**config.mk**
```make
export PLATFORM = sky130hd
export DESIGN_NAME = seq_mul_top_flat
export DESIGN_NICKNAME = d
export VERILOG_FILES = /design/src/rtl/seq_mul_pkg.sv /design/src/rtl/seq_mul_if.sv /design/src/rtl/seq_mul_dp.sv /design/src/rtl/seq_mul_top.sv /design/src/flat_wrapper.sv
export SDC_FILE = /design/constraint.sdc
export NUM_CORES = 1
export LEC_CHECK = 0
export CORE_UTILIZATION = 30
export DETAILED_ROUTE_END_ITERATION = 10
export SLEW_MARGIN = 20
export SYNTH_ARGS = -nofsm -noshare
export SYNTH_HDL_FRONTEND = slang
export SYNTH_SLANG_ARGS = --single-unit
```
**constraint.sdc**
```tcl
create_clock -name clk -period 3.1 [get_ports clk]
set_input_delay 0.31 -clock clk [delete_from_list [all_inputs] [get_ports clk]]
set_output_delay 0.31 -clock clk [all_outputs]
set_load 0.01 [all_outputs]
```
**src/rtl/seq_mul_pkg.sv**
```systemverilog
// Shared arithmetic package for the sequential multiplier and divider.
// It holds the common controller state encoding, the default operand width
// and the iteration counter width.
package seq_mul_pkg;

  localparam int SEQ_MUL_WIDTH = 10;

  // The counter must hold 0 .. w-1. The result is never less than 1 bit.
  function automatic int cnt_width(input int w);
    return (w > 1) ? $clog2(w) : 1;
  endfunction

  localparam int SEQ_MUL_CNT_W = cnt_width(SEQ_MUL_WIDTH);

  // Controller states. The divider controller uses the same encoding.
  typedef enum logic [1:0] {
    IDLE = 2'd0,
    CALC = 2'd1,
    DONE = 2'd2
  } seq_state_e;

endpackage

```
**src/rtl/seq_mul_if.sv**
```systemverilog
// start/busy/valid handshake bundle for the sequential multiplier.
//
// Handshake: the block samples start only while it is idle. The rising edge
// where start=1 and the block is idle is the accepting edge, and A/B are
// captured on that edge. busy is high from the accepting edge until the
// result edge. valid is a one-cycle pulse that follows the result edge, and
// P/ov become valid in that same cycle. P and ov then hold until the next
// completion. The block ignores start while busy or while valid is high.
interface seq_mul_if
  import seq_mul_pkg::*;
#(
  parameter int WIDTH = SEQ_MUL_WIDTH
);
  logic                 start;
  logic [WIDTH-1:0]     A;
  logic [WIDTH-1:0]     B;
  logic [2*WIDTH-1:0]   P;
  logic                 busy;
  logic                 valid;
  logic                 ov;

  modport master (
    output start, A, B,
    input  P, busy, valid, ov
  );

  modport slave (
    input  start, A, B,
    output P, busy, valid, ov
  );
endinterface

```
**src/rtl/seq_mul_dp.sv**
```systemverilog
// Shift-add datapath. It contains the operand registers, the WIDTH+1-bit
// adder, the {acc_hi, mplier} shift register and the iteration counter.
// load captures a new operand pair. Each step performs one iteration.
// prod_next is the full product that the current step would produce.
module seq_mul_dp
  import seq_mul_pkg::*;
#(
  parameter int WIDTH = SEQ_MUL_WIDTH,
  parameter int CNT_W = cnt_width(WIDTH)
) (
  input  logic                 clk,
  input  logic                 rst,
  input  logic                 load,
  input  logic                 step,
  input  logic [WIDTH-1:0]     a_in,
  input  logic [WIDTH-1:0]     b_in,
  output logic                 last,
  output logic [2*WIDTH-1:0]   prod_next
);

  logic [WIDTH-1:0] mcand;
  logic [WIDTH-1:0] mplier;
  logic [WIDTH-1:0] acc_hi;
  logic [CNT_W-1:0] count;
  logic [WIDTH:0]   sum;

  // Conditional add into the upper half. The carry is kept in sum[WIDTH].
  always_comb begin
    sum = {1'b0, acc_hi};
    if (mplier[0]) begin
      sum = {1'b0, acc_hi} + {1'b0, mcand};
    end
  end

  // The shift of {carry, acc_hi, mplier} that this step would perform.
  // After the final step, the low half of the product is in mplier.
  assign prod_next = {sum, mplier[WIDTH-1:1]};
  assign last      = (count == CNT_W'(WIDTH - 1));

  // Operand capture on load, then one iteration per step.
  always_ff @(posedge clk or posedge rst) begin
    if (rst) begin
      mcand  <= '0;
      mplier <= '0;
      acc_hi <= '0;
      count  <= '0;
    end else if (load) begin
      mcand  <= a_in;
      mplier <= b_in;
      acc_hi <= '0;
      count  <= '0;
    end else if (step) begin
      acc_hi <= sum[WIDTH:1];
      mplier <= {sum[0], mplier[WIDTH-1:1]};
      count  <= count + 1'b1;
    end
  end

endmodule

```
**src/rtl/seq_mul_top.sv**
```systemverilog
// Sequential unsigned shift-add multiplier. The controller FSM and the
// output registers live here, and the arithmetic lives in seq_mul_dp.
// The latency is fixed at WIDTH iterations, whatever the operand values.
module seq_mul_top
  import seq_mul_pkg::*;
#(
  parameter int WIDTH = SEQ_MUL_WIDTH
) (
  input  logic        clk,
  input  logic        rst,
  seq_mul_if.slave    bus,
  output seq_state_e  state_dbg
);

  seq_state_e         state;
  seq_state_e         next_state;
  logic               load;
  logic               step;
  logic               last;
  logic [2*WIDTH-1:0] prod_next;

  logic [2*WIDTH-1:0] p_q;
  logic               busy_q;
  logic               valid_q;
  logic               ov_q;

  seq_mul_dp #(
    .WIDTH (WIDTH)
  ) u_dp (
    .clk       (clk),
    .rst       (rst),
    .load      (load),
    .step      (step),
    .a_in      (bus.A),
    .b_in      (bus.B),
    .last      (last),
    .prod_next (prod_next)
  );

  // State register.
  always_ff @(posedge clk or posedge rst) begin
    if (rst) begin
      state <= IDLE;
    end else begin
      state <= next_state;
    end
  end

  // Next-state and datapath controls. start matters only in IDLE.
  always_comb begin
    next_state = state;
    load       = 1'b0;
    step       = 1'b0;
    case (state)
      IDLE: begin
        if (bus.start) begin
          load       = 1'b1;
          next_state = CALC;
        end
      end
      CALC: begin
        step = 1'b1;
        if (last) begin
          next_state = DONE;
        end
      end
      DONE: begin
        next_state = IDLE;
      end
      default: begin
        next_state = IDLE;
      end
    endcase
  end

  // Output registers. P and ov change only on the completion edge.
  always_ff @(posedge clk or posedge rst) begin
    if (rst) begin
      p_q     <= '0;
      busy_q  <= 1'b0;
      valid_q <= 1'b0;
      ov_q    <= 1'b0;
    end else begin
      valid_q <= 1'b0;
      if (load) begin
        busy_q <= 1'b1;
      end
      if (step && last) begin
        busy_q  <= 1'b0;
        valid_q <= 1'b1;
        p_q     <= prod_next;
        ov_q    <= |prod_next[2*WIDTH-1:WIDTH];
      end
    end
  end

  assign bus.P     = p_q;
  assign bus.busy  = busy_q;
  assign bus.valid = valid_q;
  assign bus.ov    = ov_q;
  assign state_dbg = state;

endmodule

```
**src/flat_wrapper.sv**
```systemverilog
// flat-port wrapper written by rule: the top's interface ports become plain ports
module seq_mul_top_flat import seq_mul_pkg::*;
#(
  parameter int WIDTH = SEQ_MUL_WIDTH
)
  (clk, rst, state_dbg, bus_start, bus_A, bus_B, bus_P, bus_busy, bus_valid, bus_ov);
  seq_mul_if #(.WIDTH(WIDTH)) bus_i ();
  input  logic clk;
  input  logic rst;
  output seq_state_e state_dbg;
  input wire logic [$bits(bus_i.start)-1:0] bus_start;
  input wire logic [$bits(bus_i.A)-1:0] bus_A;
  input wire logic [$bits(bus_i.B)-1:0] bus_B;
  output wire logic [$bits(bus_i.P)-1:0] bus_P;
  output wire logic [$bits(bus_i.busy)-1:0] bus_busy;
  output wire logic [$bits(bus_i.valid)-1:0] bus_valid;
  output wire logic [$bits(bus_i.ov)-1:0] bus_ov;
  assign bus_i.start = bus_start;
  assign bus_i.A = bus_A;
  assign bus_i.B = bus_B;
  assign bus_P = bus_i.P;
  assign bus_busy = bus_i.busy;
  assign bus_valid = bus_i.valid;
  assign bus_ov = bus_i.ov;
  seq_mul_top #(.WIDTH(WIDTH)) u_core (.clk(clk), .rst(rst), .bus(bus_i), .state_dbg(state_dbg));
endmodule
```
==> flow_summary.ini, run 1 <==
[clocking]
clock_path_buffers = 2
cts_tree = done
cts.sinks = 59
clockRootBuffer = clkbuf_8
cts_setup_buffers = 0
clk_latency_ns = 0.33
ctsResizeCount = 0
cts_buffers = 9
path_clk_slew_ns = 0.08
htreeDepth = 3
postCtsHoldBufs = 0

[sta]
fin_crit_sh_pct = 81.8
slew_violations = 0
skew_ns = 0.0113
hold_viol_final = 0
fin_crit_ns = 2.54
tns_ns = 0
tightest_slew_ns = 0.689
finalSetupViolations = 0
relSlewSlack_pct = 54.0
rsz0062_at_grt = no
max_freq_mhz = 394

[finish]
layout.area.seq_um2 = 1480
drive_above_1_share_pct = 7.14
final_cell_mix = nand2_1, dfrtp_1, clkdlybuf4s50_1
fin_util_pct = 40.4
insertedDiodeCount = 0
nNetsFinal = 409
n_fill_cell = 958
mostFrequentLayoutCell = nand2_1
area_growth_pct = 28.2
multi_input_area_um2 = 1390

[setup_path]
path_cells = ha_1 > fa_1 > a211oi_2 > nor4b_2 > or4_4 > a31oi_2 > and4b_1 > a21oi_1
path_delay_family = simple AND/OR/NAND/NOR gates
worstPathArrival_ns = 2.76
setup.worst_path.start_class = register
worstPathRequired_ns = 3.33
slowest_stage = or4_4
rr_endpoint = u_core.bus.ov
ff2ff_path_depth = 8
crit_type = reg2reg
timing.critical_path.buf_inv = 0
path_max_fanout = 3
reg2reg_from = u_core.u_dp.mcand[0]
endpoint_kind = register
critPathMaxStageDelay_ns = 0.49
reg2reg_slack_ns = 0.56

[logic_synthesis]
seq_area_frac_synth_pct = 50.0
syn-num-nets = 362
ys_async_sr_fraction_pct = 100
synth.top_cell.area_share_pct = 50.0
postSynthCellCount = 326
synth_edf_count = 0
synth_warnings = 0
ys_types = 47
synth_area_um2 = 2950
synth_top_area_cell = dfrtp_1
avgSynthCellArea_um2 = 9.05
yosys-top-cells-area = dfrtp_1, nand2_1, o21ai_0
ys.flop_type = dfrtp_1
ys_ff_latch = 59

[die]
dieArea_um2 = 10200
die_y_um = 101
core_um2 = 9370
num_io_pins = 48
die_w_um = 101
start_util_pct = 31.5
row_count = 35

[power]
vdd_drop_max_mv = 0.449
p_per_area_nw_per_um2 = 1050
leakage_uw = 0.00170

[global_routing]
grt.busiest_layer = met2
grt_pass1_wl_mm = 12.1
antenna_found_initial = 1
grtUsageMet1_pct = 20.7
gr-usage-met2_pct = 23.8
use_met3_pct = 3.11
grt_max_degree = 32
grt_pass1_vias = 2487
grt-ovfl-total = 0
track_usage_pct = 15.4

[detailed_routing]
drt-pass1-iter-count = 4
via_per_inst = 4.86
postRouteAntennaNets = 0
drt-total-wl_mm = 7.16
vias = 2464
routedWlPerCell_um = 14.1
dr.first_iter.drc_count = 114
drc = 0

[placement]
place.gp.congestion = 0.858
portBuffers = 47
dpl.hpwl_mm = 5.09

[hold_path]
holdCritPathClass = in2async

[status]
outcome = finished clean

[job]
maxCapViolations = 0
-- final cells by class --
type,instances,share of cell area [%]
tap,129,4.27
timing repair buffer,52,13.8
clock buffer,11,4.00
clock inverter,5,1.59
inverter,6,0.595
sequential,59,39.0
multi-input combinational,245,36.8
-- routing by layer --
layer	wire (um)	up-vias
met2	3260	59
li1	-	1233
met3	326	7
met1	3460	1165
met4	107	0
met5	0	-
-- worst register-to-register path: cells and delay by family (launching register included) --
kind                     cells  cell delay (ns)
AND/OR/NAND/NOR              3             0.81
adder cells (fa/ha/maj)      2             0.68
AO/OA/AOI/OAI                3             0.55
flip-flops                   1             0.39
-- cells in the mapped netlist (2+ instances only) --
master    count
nor2b_1       5
o211ai_1      4
a211oi_1      2
mux2i_1       4
nand2b_1      2
o31ai_1       3
inv_1         6
nor3_1        6
nor4b_1       3
dfrtp_1      59
a211o_1       2
xnor2_1       2
nor2_1        9
o21ai_0      35
a22o_1        2
clkbuf_1     12
a21o_1        2
buf_1         3
nand3_1       4
and4b_1       2
nand2_1     105
a21oi_1      10
ha_1         12
a22oi_1       8
and3b_1       2
-- logic make-up after synthesis --
group	synth area share, %
xor gates and xnor gates	0.594
AOI/OAI and AO/OA	17.3
and+or+nand+nor	22.1
muxes	1.36
DFF	50.0
buffers and inverters	2.84
adders and majority gates	5.77
-- report_power, final --
group | internal [uW] | switching [uW]
combinational | 829 | 979
sequential | 1110 | 292
clock | 418 | 331
-- per-stage QoR --
step | setup slack [ns] | hold WS (ns) | instances | area (um^2) | total power, uW
after global placement | 0.620 | 0.460 | 491 | 3570 | 3180
after floorplan | 0.721 | 0.415 | 326 | 2950 | 2550
after global routing | 0.417 | 0.419 | 507 | 3780 | 4300
final | 0.565 | 0.367 | 507 | 3780 | 3950
after CTS | 0.561 | 0.384 | 507 | 3780 | 3980
after detailed placement | 0.573 | 0.461 | 491 | 3570 | 3220
-- worst max path at each step --
stage               endpoint  depth (start not counted)            startpoint  slack (ns)
2_1_floorplan  u_core.bus.ov                          8  u_core.u_dp.mcand[0]        0.72
4_1_cts        u_core.bus.ov                          8  u_core.u_dp.mcand[0]        0.56
5_1_grt        u_core.bus.ov                          8  u_core.u_dp.mcand[0]        0.42
6_report       u_core.bus.ov                          8  u_core.u_dp.mcand[0]        0.56
3_5_place_dp   u_core.bus.ov                          8  u_core.u_dp.mcand[0]        0.57
3_3_place_gp   u_core.bus.ov                          8  u_core.u_dp.mcand[0]        0.62
-- registers in the layout (all words and copies together), names as in the netlist --
signal              cells
u_core.bus.P           20
u_core.bus.busy         1
u_core.bus.ov           1
u_core.bus.valid        1
u_core.state_dbg        2
u_core.u_dp.acc_hi     10
u_core.u_dp.count       4
u_core.u_dp.mcand      10
u_core.u_dp.mplier     10
Note: power is estimated with default switching activity, not from simulation.
==> run 2, diff against run 1 <==
- clock period: 3.1 -> 2.25 ns (I/O delays scaled with it)
==> run 2 against run 1 <==
Compared with the run above: first-iteration DRC count increased by 25%; largest power group unchanged; setup slack got worse by 0.69 ns; critical path depth unchanged; worst hold slack got worse by 0.12 ns; final area increased by 6.8%; utilization increased by 2.8 points; the run now ends with setup timing left; non-clock buffer count increased by 25; sequential share of layout area decreased by 2.5 points; die area unchanged; flip-flop and latch count unchanged.
==> flow_summary.ini, run 2 (synthesis gave the netlist of run 1 again) <==
[status]
outcome = finished, violations left
violations = setup timing

[power]
power.switching_uw = 2380
internal_power_uw = 3650
p_comb_share_pct = 50.3
p_seq_share_pct = 31.4
vdd_drop_max_mv = 0.496
p_per_area_nw_per_um2 = 1490
leakage_uw = 0.00183
switching_share_pct = 39.5
p_clk_share_pct = 18.3

[sta]
tns_ns = -0.236
rsz0062_at_grt = yes
tightest_slew_ns = 0.561
timing.hold.ws_ns = 0.244
hold_viol_final = 0
fin_ws_ns = -0.122
skew_ns = 0.0107
max_freq_mhz = 422
finalSetupViolations = 3
fin_crit_sh_pct = 105
fin_crit_ns = 2.37
slew_violations = 0
relSlewSlack_pct = 62.5

[setup_path]
ff2ff_path_depth = 8
endpoint_kind = register
critPathMaxStageDelay_ns = 0.50
worstPathArrival_ns = 2.60
endpoint = u_core.bus.ov
worstPathRequired_ns = 2.48
setup.worst_path.start_class = register
path_delay_family = simple AND/OR/NAND/NOR gates
slowest_stage = or4_4
reg2reg_slack_ns = -0.12
startpoint = u_core.u_dp.acc_hi[0]
path_depth = 8
reg2reg_from = u_core.u_dp.acc_hi[0]
timing.critical_path.buf_inv = 0
crit_type = reg2reg
rr_endpoint = u_core.bus.ov
path_max_fanout = 2
path_cells = ha_2 > fa_2 > a211oi_4 > nor4b_2 > or4_4 > a31oi_4 > and4b_1 > a21oi_1

[detailed_routing]
dr.first_iter.drc_count = 143
vias = 2593
via_per_inst = 4.87
postRouteAntennaNets = 0
drc = 0
drt-pass1-iter-count = 4
routedWlPerCell_um = 14.2
drt-total-wl_mm = 7.55

[die]
dieArea_um2 = 10200
die_w_um = 101
num_io_pins = 48
core_um2 = 9370
start_util_pct = 31.5
row_count = 35
die_y_um = 101

[finish]
mostFrequentLayoutCell = nand2_1
multi_input_area_um2 = 1450
insertedDiodeCount = 0
area_growth_pct = 36.9
stdcell_count = 532
fin_util_pct = 43.1
layout.area.seq_um2 = 1480
drive_above_1_share_pct = 14.6
nNetsFinal = 434
largest_reg_flops = 20
n_fill_cell = 969
final_cell_mix = nand2_1, dfrtp_1, clkdlybuf4s50_1

[job]
maxCapViolations = 0

[clocking]
htreeDepth = 3
cts.sinks = 59
path_clk_slew_ns = 0.08
clock_path_buffers = 2
cts_tree = done
clockRootBuffer = clkbuf_8
cts_buffers = 9
postCtsHoldBufs = 0
clk_latency_ns = 0.34

[global_routing]
grt_pass1_wl_mm = 12.4
antenna_found_initial = 0
track_usage_pct = 15.8
grt-ovfl-total = 0
grt_pass1_vias = 2505
grt_max_degree = 60

[placement]
place.gp.congestion = 0.923
portBuffers = 47
place_inst = 515
dpl.hpwl_mm = 5.38
pre_cts_slack_ns = -0.171

[hold_path]
holdCritPathClass = in2async
[run 2: worst register-to-register path: cells and delay by family, from the launching register on]
family	cells	cell delay, ns
AND/OR/NAND/NOR	3	0.79
AO/OA/AOI/OAI	3	0.48
flip-flops	1	0.39
adder cells (fa/ha/maj)	2	0.59
[run 2: power groups by stage]
stage	Combinational, uW	Sequential, uW	Clock (uW)
finish	3030	1900	1100
global route	3370	1960	1170
CTS	2980	1890	1120
detailed placement	2900	1910	0
global placement	2840	1900	0
floorplan	1630	1880	0
[run 2: cell type report]
cell class | count | share of cell area (%)
Clock inverter | 7 | 2.48
Clock buffer | 9 | 3.07
Inverter | 6 | 0.557
Multi-Input combinational cell | 245 | 35.8
Sequential cell | 59 | 36.5
Tap cell | 129 | 4.00
Timing Repair Buffer | 77 | 17.5
[run 2: what timing repair did]
item,4_1_cts,5_1_grt
pin swaps,4,1
resized for setup,5,6
setup endpoints to repair,8,8
setup buffers,1,0
[run 2: per-stage QoR]
| stage | total power (uW) | area [um^2] |
|---|---|---|
| after detailed placement | 4810 | 3750 |
| after global routing | 6510 | 4040 |
| final | 6030 | 4040 |
| after global placement | 4730 | 3750 |
| after CTS | 5990 | 4000 |
| after floorplan | 3510 | 2950 |
[run 2: per-layer routing]
layer | up-vias | track usage (%) | routed length, um
met5 | - | 0 | 0
li1 | 1279 | - | -
met3 | 13 | 3.31 | 255
met2 | 53 | 24.1 | 3550
met1 | 1248 | 21.6 | 3590
met4 | 0 | 7.25 | 160
[run 2: how the worst min path moves through the flow]
stage                    start                    to  slack (ns)  cells after the start
2_1_floorplan         bus_A[0]  u_core.u_dp.mcand[0]        0.33                      2
3_3_place_gp   u_core.bus.P[7]       u_core.bus.P[7]        0.46                      2
3_5_place_dp   u_core.bus.P[3]       u_core.bus.P[3]        0.46                      2
4_1_cts                    rst       u_core.bus.P[5]        0.25                      3
5_1_grt                    rst       u_core.bus.P[5]        0.27                      3
6_report                   rst       u_core.bus.P[5]        0.24                      3
